**config.mk**
```make
export PLATFORM = sky130hd
export DESIGN_NAME = bcd_seg7_scan_flat
export DESIGN_NICKNAME = d
export VERILOG_FILES = /design/src/rtl/bcd_seg7_scan_if.sv /design/src/rtl/bcd_seg7_scan.sv /design/src/flat_wrapper.sv
export SDC_FILE = /design/constraint.sdc
export NUM_CORES = 1
export LEC_CHECK = 0
export BUFFER_PORTS_ARGS = -buffer_cell sky130_fd_sc_hd__buf_2
export CORE_MARGIN = 3
export CORE_UTILIZATION = 54
export CTS_BUF_LIST = sky130_fd_sc_hd__clkbuf_4
export DETAILED_ROUTE_END_ITERATION = 8
export PLACE_DENSITY = 0.75
export SLEW_MARGIN = 15
export SYNTH_ARGS = -nofsm -noshare
export SYNTH_HDL_FRONTEND = slang
export SYNTH_SLANG_ARGS = --single-unit
```
**constraint.sdc**
```tcl
create_clock -name clk -period 3.4 [get_ports clk]
set_input_delay 0.68 -clock clk [delete_from_list [all_inputs] [get_ports clk]]
set_output_delay 0.68 -clock clk [all_outputs]
set_load 0.005 [all_outputs]
```
**src/rtl/bcd_seg7_scan_if.sv**
```systemverilog
// Signal bundle between the bcd converter side and the 3-digit scan driver.
// The master drives the digits and controls; the slave drives the display pins.
interface bcd_seg7_scan_if;
    logic       load;
    logic [3:0] hundreds_digit;
    logic [3:0] tens_digit;
    logic [3:0] ones_digit;
    logic       blank_lz;
    logic [6:0] seg;
    logic [2:0] an;
    logic       frame;

    modport master (
        output load, hundreds_digit, tens_digit, ones_digit, blank_lz,
        input  seg, an, frame
    );

    modport slave (
        input  load, hundreds_digit, tens_digit, ones_digit, blank_lz,
        output seg, an, frame
    );
endinterface

```
**src/rtl/bcd_seg7_scan.sv**
```systemverilog
// Time-multiplexed 3-digit seven-segment driver with leading-zero blanking.
// state | meaning
// OFF   | after reset, display dark until the first slot tick
// D0    | ones digit slot,     an = 110
// D1    | tens digit slot,     an = 101
// D2    | hundreds digit slot, an = 011 (frame pulses on entry)
module bcd_seg7_scan #(
    parameter int REFRESH_DIV = 50000
) (
    input  logic            clk,
    input  logic            rst_n,
    bcd_seg7_scan_if.slave  bus
);
    localparam int CW = (REFRESH_DIV > 2) ? $clog2(REFRESH_DIV) : 1;
    localparam logic [CW-1:0] CNT_LAST = CW'(REFRESH_DIV - 1);

    typedef enum logic [1:0] {OFF, D0, D1, D2} state_t;

    state_t        state_q, state_d;
    logic [CW-1:0] cnt;
    logic          tick;
    logic [3:0]    h_q, t_q, o_q;
    logic [3:0]    digit_sel;
    logic          blank_sel;
    logic [6:0]    seg_q, seg_d;
    logic [2:0]    an_q, an_d;
    logic          frame_q, frame_d;

    function automatic logic [6:0] decode(input logic [3:0] v);
        case (v)
            4'd0:    decode = 7'h3F;
            4'd1:    decode = 7'h06;
            4'd2:    decode = 7'h5B;
            4'd3:    decode = 7'h4F;
            4'd4:    decode = 7'h66;
            4'd5:    decode = 7'h6D;
            4'd6:    decode = 7'h7D;
            4'd7:    decode = 7'h07;
            4'd8:    decode = 7'h7F;
            4'd9:    decode = 7'h6F;
            default: decode = 7'h40;
        endcase
    endfunction

    assign tick = (cnt == CNT_LAST);

    always_ff @(posedge clk or negedge rst_n) begin
        if (!rst_n) begin
            h_q <= '0;
            t_q <= '0;
            o_q <= '0;
        end else if (bus.load) begin
            h_q <= bus.hundreds_digit;
            t_q <= bus.tens_digit;
            o_q <= bus.ones_digit;
        end
    end

    always_ff @(posedge clk or negedge rst_n) begin
        if (!rst_n) begin
            cnt <= '0;
        end else if (tick) begin
            cnt <= '0;
        end else begin
            cnt <= cnt + CW'(1);
        end
    end

    always_ff @(posedge clk or negedge rst_n) begin
        if (!rst_n) begin
            state_q <= OFF;
            seg_q   <= '0;
            an_q    <= 3'b111;
            frame_q <= 1'b0;
        end else begin
            state_q <= state_d;
            frame_q <= frame_d;
            if (tick) begin
                seg_q <= seg_d;
                an_q  <= an_d;
            end
        end
    end

    // Outputs are computed for the destination slot using the pre-edge latch values.
    always_comb begin
        state_d   = state_q;
        digit_sel = o_q;
        blank_sel = 1'b0;
        an_d      = 3'b111;
        if (tick) begin
            case (state_q)
                D0:      state_d = D1;
                D1:      state_d = D2;
                default: state_d = D0;
            endcase
        end
        case (state_d)
            D0: begin
                an_d      = 3'b110;
                digit_sel = o_q;
            end
            D1: begin
                an_d      = 3'b101;
                digit_sel = t_q;
                blank_sel = bus.blank_lz && (h_q == 4'd0) && (t_q == 4'd0);
            end
            D2: begin
                an_d      = 3'b011;
                digit_sel = h_q;
                blank_sel = bus.blank_lz && (h_q == 4'd0);
            end
            default: begin
                an_d      = 3'b111;
                blank_sel = 1'b1;
            end
        endcase
        seg_d   = blank_sel ? 7'h00 : decode(digit_sel);
        frame_d = tick && (state_q == D1);
    end

    assign bus.seg   = seg_q;
    assign bus.an    = an_q;
    assign bus.frame = frame_q;
endmodule

```
**src/flat_wrapper.sv**
```systemverilog
// flat-port wrapper written by rule: the top's interface ports become plain ports
module bcd_seg7_scan_flat 
#(
    parameter int REFRESH_DIV = 50000
)
  (clk, rst_n, bus_load, bus_hundreds_digit, bus_tens_digit, bus_ones_digit, bus_blank_lz, bus_seg, bus_an, bus_frame);
  bcd_seg7_scan_if bus_i ();
  input  logic clk;
  input  logic rst_n;
  input wire logic [$bits(bus_i.load)-1:0] bus_load;
  input wire logic [$bits(bus_i.hundreds_digit)-1:0] bus_hundreds_digit;
  input wire logic [$bits(bus_i.tens_digit)-1:0] bus_tens_digit;
  input wire logic [$bits(bus_i.ones_digit)-1:0] bus_ones_digit;
  input wire logic [$bits(bus_i.blank_lz)-1:0] bus_blank_lz;
  output wire logic [$bits(bus_i.seg)-1:0] bus_seg;
  output wire logic [$bits(bus_i.an)-1:0] bus_an;
  output wire logic [$bits(bus_i.frame)-1:0] bus_frame;
  assign bus_i.load = bus_load;
  assign bus_i.hundreds_digit = bus_hundreds_digit;
  assign bus_i.tens_digit = bus_tens_digit;
  assign bus_i.ones_digit = bus_ones_digit;
  assign bus_i.blank_lz = bus_blank_lz;
  assign bus_seg = bus_i.seg;
  assign bus_an = bus_i.an;
  assign bus_frame = bus_i.frame;
  bcd_seg7_scan #(.REFRESH_DIV(REFRESH_DIV)) u_core (.clk(clk), .rst_n(rst_n), .bus(bus_i));
endmodule
```
==> flow_metrics.py, run 1 <==
metrics = {
    "global_routing": {
        "grt_pass1_wl_mm": 6.927,
        "antenna_found_initial": 0,
        "overflow": 0,
        "track_usage_pct": 20.83,
        "first_global_vias": 1499,
        "grt_start_max_net_pins": 42,
    },
    "timing": {
        "finalCriticalPeriod_ps": 2942,
        "timing.slew.headroom_pct": 41.59,
        "tns_ps": 0,
        "maxSlewViolCount": 0,
        "tightest_slew_ps": 876.2,
        "hold_viol": 0,
        "fmax_mhz": 339.9,
        "timing.hold.ws_ps": 423.0,
        "finalCritPeriodShare_pct": 86.54,
        "skew_ps": 8.478,
        "rsz0062_at_grt": "false",
        "setup_viol": 0,
        "postLayoutSetupSlackWorst_ps": 457.6,
    },
    "logic_synthesis": {
        "ys_ff_latch": 41,
        "synthCells": 196,
        "ys.flop_type": "dfrtp_1",
        "yosysTopAreaCell": "dfrtp_1",
        "yosysWarnings": 0,
        "synth.area.top_cells": "dfrtp_1, mux2_2, ha_1",
        "synth.distinct_cells": 38,
        "async_reset_ff_share_pct": 100.0,
        "syn_area_um2": 2041,
        "synth_top_area_share_pct": 46.60,
        "synth_area_per_cell_um2": 10.41,
        "seq_area_frac_synth_pct": 50.46,
        "synth_edf_count": 0,
        "synth_fp_nets": 219,
    },
    "cts": {
        "clk_latency_ps": 350,
        "cts.sinks": 41,
        "clk_pin_slew_worst_paths_ps": 120,
        "hold_buffers": 0,
        "cts.repair.resized": 0,
        "numCtsBuffers": 5,
        "cts_tree": "done",
        "cts_buffer_depth": 2,
        "root_buffer": "clkbuf_4",
        "htreeDepth": 2,
        "cts_setup_buffers": 0,
    },
    "power_and_ir_drop": {
        "internal_power_w": 0.0006971,
        "sw_frac_of_total_pct": 23.06,
        "clock_power_share_pct": 34.5,
        "p_total_w": 0.0009060,
        "p_seq_share_pct": 56.6,
        "power_density_nw_per_um2": 392.7,
        "p_comb_share_pct": 8.8,
        "switchingPower_w": 0.0002089,
        "worst_ir_drop_vdd_mv": 0.3788,
        "leakage_nw": 1.100,
    },
    "cells_and_area": {
        "syn_to_final_growth_pct": 13.06,
        "layout_common_cells": "dfrtp_1, buf_2, nor2_1, nand2_1, inv_1",
        "diodes": 0,
        "regArea_um2": 1030,
        "drive_above_1_share_pct": 24.12,
        "final_common_cell": "dfrtp_1",
        "nets": 250,
        "nFillCells": 274,
        "multiInputGateArea_um2": 947.2,
    },
    "critical_path": {
        "worstPathArrival_ps": 3230,
        "worst-setup-path-type": "register to register",
        "rrSetupSlack_ps": 460,
        "crit_path_start_kind": "register",
        "reg2reg_from": "u_core.cnt[12]",
        "crit_path_end_kind": "register",
        "required_ps": 3680,
        "r2r_end": "u_core.bus.seg[4]",
        "worst_r2r_path_depth": 11,
        "crit_fanout": 5,
    },
    "run_status": {
        "status": "completed",
    },
    "min_path": {
        "min_path_type": "input port to async pin",
    },
    "die": {
        "die-area_um2": 4553,
        "core_area_um2": 3495,
        "row_count": 21,
        "die_w_um": 67.48,
        "io_pins": 27,
        "start_util_pct": 58.40,
        "dieHeight_um": 67.48,
    },
    "placement": {
        "place.gp.congestion": 0.8533,
        "port_buffers": 26,
        "dpl.hpwl_mm": 3.031,
        "pre_cts_ws_ps": 495.6,
    },
    "drt": {
        "antenna_left": 0,
        "first_iter_violations": 85,
        "via_per_inst": 5.478,
        "drc": 0,
        "first_pass_iters": 4,
        "post_drt_wl_per_cell_um": 14.61,
        "via_count": 1501,
        "drt-total-wl_mm": 4.004,
    },
    "job": {
        "maxCapViolCount": 0,
    },
}
-- logic make-up (layout without fill, tap and decap cells) --
kind of cell | count (synthesis) | in the layout | share of synthesized area, %
AOI/OAI and AO/OA | 36 | 36 | 12.69
xor gates and xnor gates | 12 | 12 | 5.150
adders and majority gates | 7 | 7 | 4.292
buffers and inverters | 17 | 49 | 3.126
DFF | 41 | 41 | 50.46
muxes | 13 | 13 | 6.867
and+or+nand+nor | 70 | 70 | 17.41
-- Yosys cell counts (all sizes together), types with 5 or more instances --
cell / number
a31oi: 5
dfrtp: 38
nor2: 22
o21ai: 14
and3: 6
nand2: 20
mux2i: 5
ha: 7
xor2: 5
a21oi: 5
nand3: 7
xnor2: 7
mux2: 8
inv: 13
-- power groups by stage --
stage | Combinational [W] | Clock [W] | Sequential [W]
floorplan | 0.0000526 | 0 | 0.000517
global route | 0.0000911 | 0.000342 | 0.000516
global placement | 0.0000760 | 0 | 0.000521
detailed placement | 0.0000808 | 0 | 0.000522
finish | 0.0000801 | 0.000313 | 0.000513
CTS | 0.0000813 | 0.000321 | 0.000513
-- how the worst max path moves through the flow --
stage                   startpoint                 to  slack [ps]  cells after the start
global placement    u_core.cnt[12]  u_core.bus.seg[4]         570                      9
CTS                 u_core.cnt[12]  u_core.bus.seg[4]         470                      9
detailed placement  u_core.cnt[12]  u_core.bus.seg[4]         500                      9
floorplan           u_core.cnt[12]  u_core.bus.seg[4]         720                      9
global route        u_core.cnt[12]  u_core.bus.seg[5]         260                      9
finish              u_core.cnt[12]  u_core.bus.seg[4]         460                     11
-- layout make-up --
type / count / area share, %
Clock buffer: 6 / 1.952
Clock inverter: 2 / 1.464
Inverter: 13 / 2.115
Multi-Input combinational cell: 138 / 41.05
Sequential cell: 41 / 44.63
Tap cell: 46 / 2.495
Timing Repair Buffer: 28 / 6.291
-- registers in the layout, summed over array words and instances, names as in the netlist --
| register | count |
|---|---|
| u_core.t_q | 4 |
| u_core.h_q | 4 |
| u_core.bus.an | 3 |
| u_core.state_q | 2 |
| u_core.bus.seg | 7 |
| u_core.o_q | 4 |
| u_core.cnt | 16 |
| u_core.bus.frame | 1 |
-- metrics by stage --
stage	cells	util [%]	cell area, um^2
after CTS	274	66.02	2307
after global placement	266	63.77	2228
final	274	66.02	2307
after global routing	274	66.02	2307
after detailed placement	266	63.77	2228
after floorplan	196	-	2041
-- critical path: stages, from the launching register on --
cell and delay [ps]:
dfrtp_1 440, or4b_4 600, o41ai_2 410, a21boi_2 400, inv_2 100, nor2_1 100
a21o_1 130, ha_1 190, inv_1 50, o221ai_1 220, mux2i_1 100, o21ai_1 120
-- per-layer routing --
metal | up-vias | GRT usage [%] | wire [um]
li1 | 744 | - | -
met1 | 721 | 25.94 | 1780
met2 | 27 | 33.54 | 1980
met3 | 9 | 4.160 | 158
met4 | 0 | 11.90 | 85
met5 | - | 0 | 0
No activity file was read; power rests on OpenSTA's default activity.
==> run 2: changes to the inputs <==
--- a/config.mk
+++ b/config.mk
@@ -6,11 +6,13 @@
 export NUM_CORES = 1
 export LEC_CHECK = 0
 export BUFFER_PORTS_ARGS = -buffer_cell sky130_fd_sc_hd__buf_2
+export CELL_PAD_IN_SITES_DETAIL_PLACEMENT = 1
+export CELL_PAD_IN_SITES_GLOBAL_PLACEMENT = 1
 export CORE_MARGIN = 3
-export CORE_UTILIZATION = 54
+export CORE_UTILIZATION = 46
 export CTS_BUF_LIST = sky130_fd_sc_hd__clkbuf_4
 export DETAILED_ROUTE_END_ITERATION = 8
-export PLACE_DENSITY = 0.75
+export PLACE_DENSITY_LB_ADDON = 0.1
 export SLEW_MARGIN = 15
 export SYNTH_ARGS = -nofsm -noshare
 export SYNTH_HDL_FRONTEND = slang
==> run 2 against run 1 <==
Compared with the run above: combinational power grew 2.6%; flip-flop and latch count is the same; total power grew 0.65%; clock power grew 2%; cell count grew 1.5%; largest cell class unchanged; register-to-register slack lost 60 ps; via count grew 3.4%; highest routed layer unchanged; core utilization shrank 10 points; critical path type unchanged.
==> flow_metrics.py, run 2 (same netlist as run 1, synthesis figures left out) <==
metrics = {
    "placement": {
        "place.gp.congestion": 0.7751,
        "dpl.hpwl_mm": 3.473,
        "port_buffers": 26,
        "pre_cts_ws_ps": 428.2,
        "dp_cells": 270,
    },
    "power_and_ir_drop": {
        "worst_ir_drop_vdd_mv": 0.2375,
        "internal_power_w": 0.0006884,
        "power_density_nw_per_um2": 394.4,
        "p_seq_share_pct": 56.2,
        "sw_frac_of_total_pct": 24.50,
        "p_comb_share_pct": 9.0,
        "leakage_nw": 1.096,
        "switchingPower_w": 0.0002234,
        "clock_power_share_pct": 34.8,
    },
    "cells_and_area": {
        "final_common_cell": "dfrtp_1",
        "nets": 250,
        "post-route-util_pct": 55.80,
        "drive_above_1_share_pct": 24.12,
        "layout_common_cells": "dfrtp_1, buf_2, nor2_1, nand2_1, inv_1",
        "largest_register_ffs": 16,
        "finalNonFillerCells": 278,
        "syn_to_final_growth_pct": 13.30,
        "diodes": 0,
        "top_register": "u_core.cnt",
    },
    "cts": {
        "clk_latency_ps": 360,
        "cts.sinks": 41,
        "clk_pin_slew_worst_paths_ps": 130,
        "numCtsBuffers": 5,
        "cts.repair.resized": 0,
        "cts_tree": "done",
        "htreeDepth": 2,
        "cts_buffer_depth": 2,
        "cts_setup_buffers": 0,
        "root_buffer": "clkbuf_4",
        "hold_buffers": 0,
    },
    "timing": {
        "maxSlewViolCount": 0,
        "postLayoutSetupSlackWorst_ps": 398.5,
        "hold_viol": 0,
        "rsz0062_at_grt": "false",
        "fmax_mhz": 333.2,
        "finalCriticalPeriod_ps": 3002,
        "tns_ps": 0,
        "finalCritPeriodShare_pct": 88.28,
        "skew_ps": 13.93,
        "setup_viol": 0,
        "timing.slew.headroom_pct": 39.44,
        "tightest_slew_ps": 908.3,
    },
    "die": {
        "die_w_um": 72.61,
        "io_pins": 27,
        "start_util_pct": 49.25,
        "dieHeight_um": 72.61,
        "row_count": 23,
        "die-area_um2": 5271,
        "core_area_um2": 4144,
    },
    "global_routing": {
        "grt_start_max_net_pins": 42,
        "first_global_vias": 1736,
        "grt_pass1_wl_mm": 8.273,
        "overflow": 0,
        "antenna_found_initial": 0,
        "track_usage_pct": 20.24,
    },
    "drt": {
        "via_count": 1552,
        "via_per_inst": 5.583,
        "drc": 0,
        "first_pass_iters": 4,
        "antenna_left": 0,
        "first_iter_violations": 61,
        "post_drt_wl_per_cell_um": 16.30,
        "drt-total-wl_mm": 4.532,
    },
    "job": {
        "maxCapViolCount": 0,
    },
    "run_status": {
        "status": "completed",
    },
    "min_path": {
        "min_path_type": "input port to async pin",
    },
    "critical_path": {
        "crit_path_start_kind": "register",
        "required_ps": 3690,
        "crit_slowest_cell": "or4b_4",
        "cp.depth": 10,
        "cp_num_buf_inv": 1,
        "worst_r2r_path_depth": 10,
        "worstPathCellList": "or4b_4 > o41ai_2 > nand2_1 > mux2i_1 > a21o_1 > inv_1 > ha_1 > nor2_1 > nor3_1 > o21ai_1",
        "crit_fanout": 5,
        "worstPathArrival_ps": 3290,
        "worst-setup-path-type": "register to register",
        "cp_top_family": "simple AND/OR/NAND/NOR gates",
        "slowest_delay_ps": 600,
        "crit_path_end_kind": "register",
    },
}
## run 2: changes by cell type in the layout (fill, tap and decap cells not counted), sizes merged
cell / change
clkinvlp: +1
clkbuf: -1
## run 2: per-layer routing
layer,share of wire (%),track usage (%)
met4,3.2,9.631
met3,3.0,4.408
met1,42,24.73
met2,52,33.87
met5,0,0
## run 2: final timing paths
| path | slack, ps | end | startpoint |
|---|---|---|---|
| worst max-delay path | 400 | u_core.bus.seg[5] | u_core.cnt[12] |
| worst min-delay path | 430 | u_core.cnt[8] | rst_n |
| worst max register to register | 400 | u_core.bus.seg[5] | u_core.cnt[12] |
| worst min register to register | 470 | u_core.cnt[0] | u_core.cnt[0] |
| max in group asynchronous | 2400 | u_core.o_q[2] | rst_n |
| min in group clk | 470 | u_core.cnt[0] | u_core.cnt[0] |
## run 2: per-stage QoR
| stage | total power [W] | instance area (um^2) | hold slack, ps |
|---|---|---|---|
| global route | 0.0009609 | 2312 | 483.9 |
| CTS | 0.0009263 | 2312 | 453.4 |
| global placement | 0.0005991 | 2233 | 444.7 |
| finish | 0.0009119 | 2312 | 433.4 |
| detailed placement | 0.0006049 | 2233 | 454.5 |
| floorplan | 0.0005700 | 2041 | 384.4 |
## run 2: final cells by class
class,count,area (um^2)
fillers,500,1832
clock inverters,3,41.29
multi-input cells,138,947.2
clock buffers,5,37.54
flip-flops and latches,41,1030
inverters,13,48.80
repair buffers,28,145.1
well taps,50,62.56
## run 2: power groups by stage
stage / logic (W) / registers [W] / clock network, W
after floorplan: 0.0000526 / 0.000517 / 0
final: 0.0000822 / 0.000512 / 0.000318
after global placement: 0.0000779 / 0.000521 / 0
after global routing: 0.0000946 / 0.000514 / 0.000352
after detailed placement: 0.0000835 / 0.000521 / 0
after CTS: 0.0000841 / 0.000512 / 0.000330
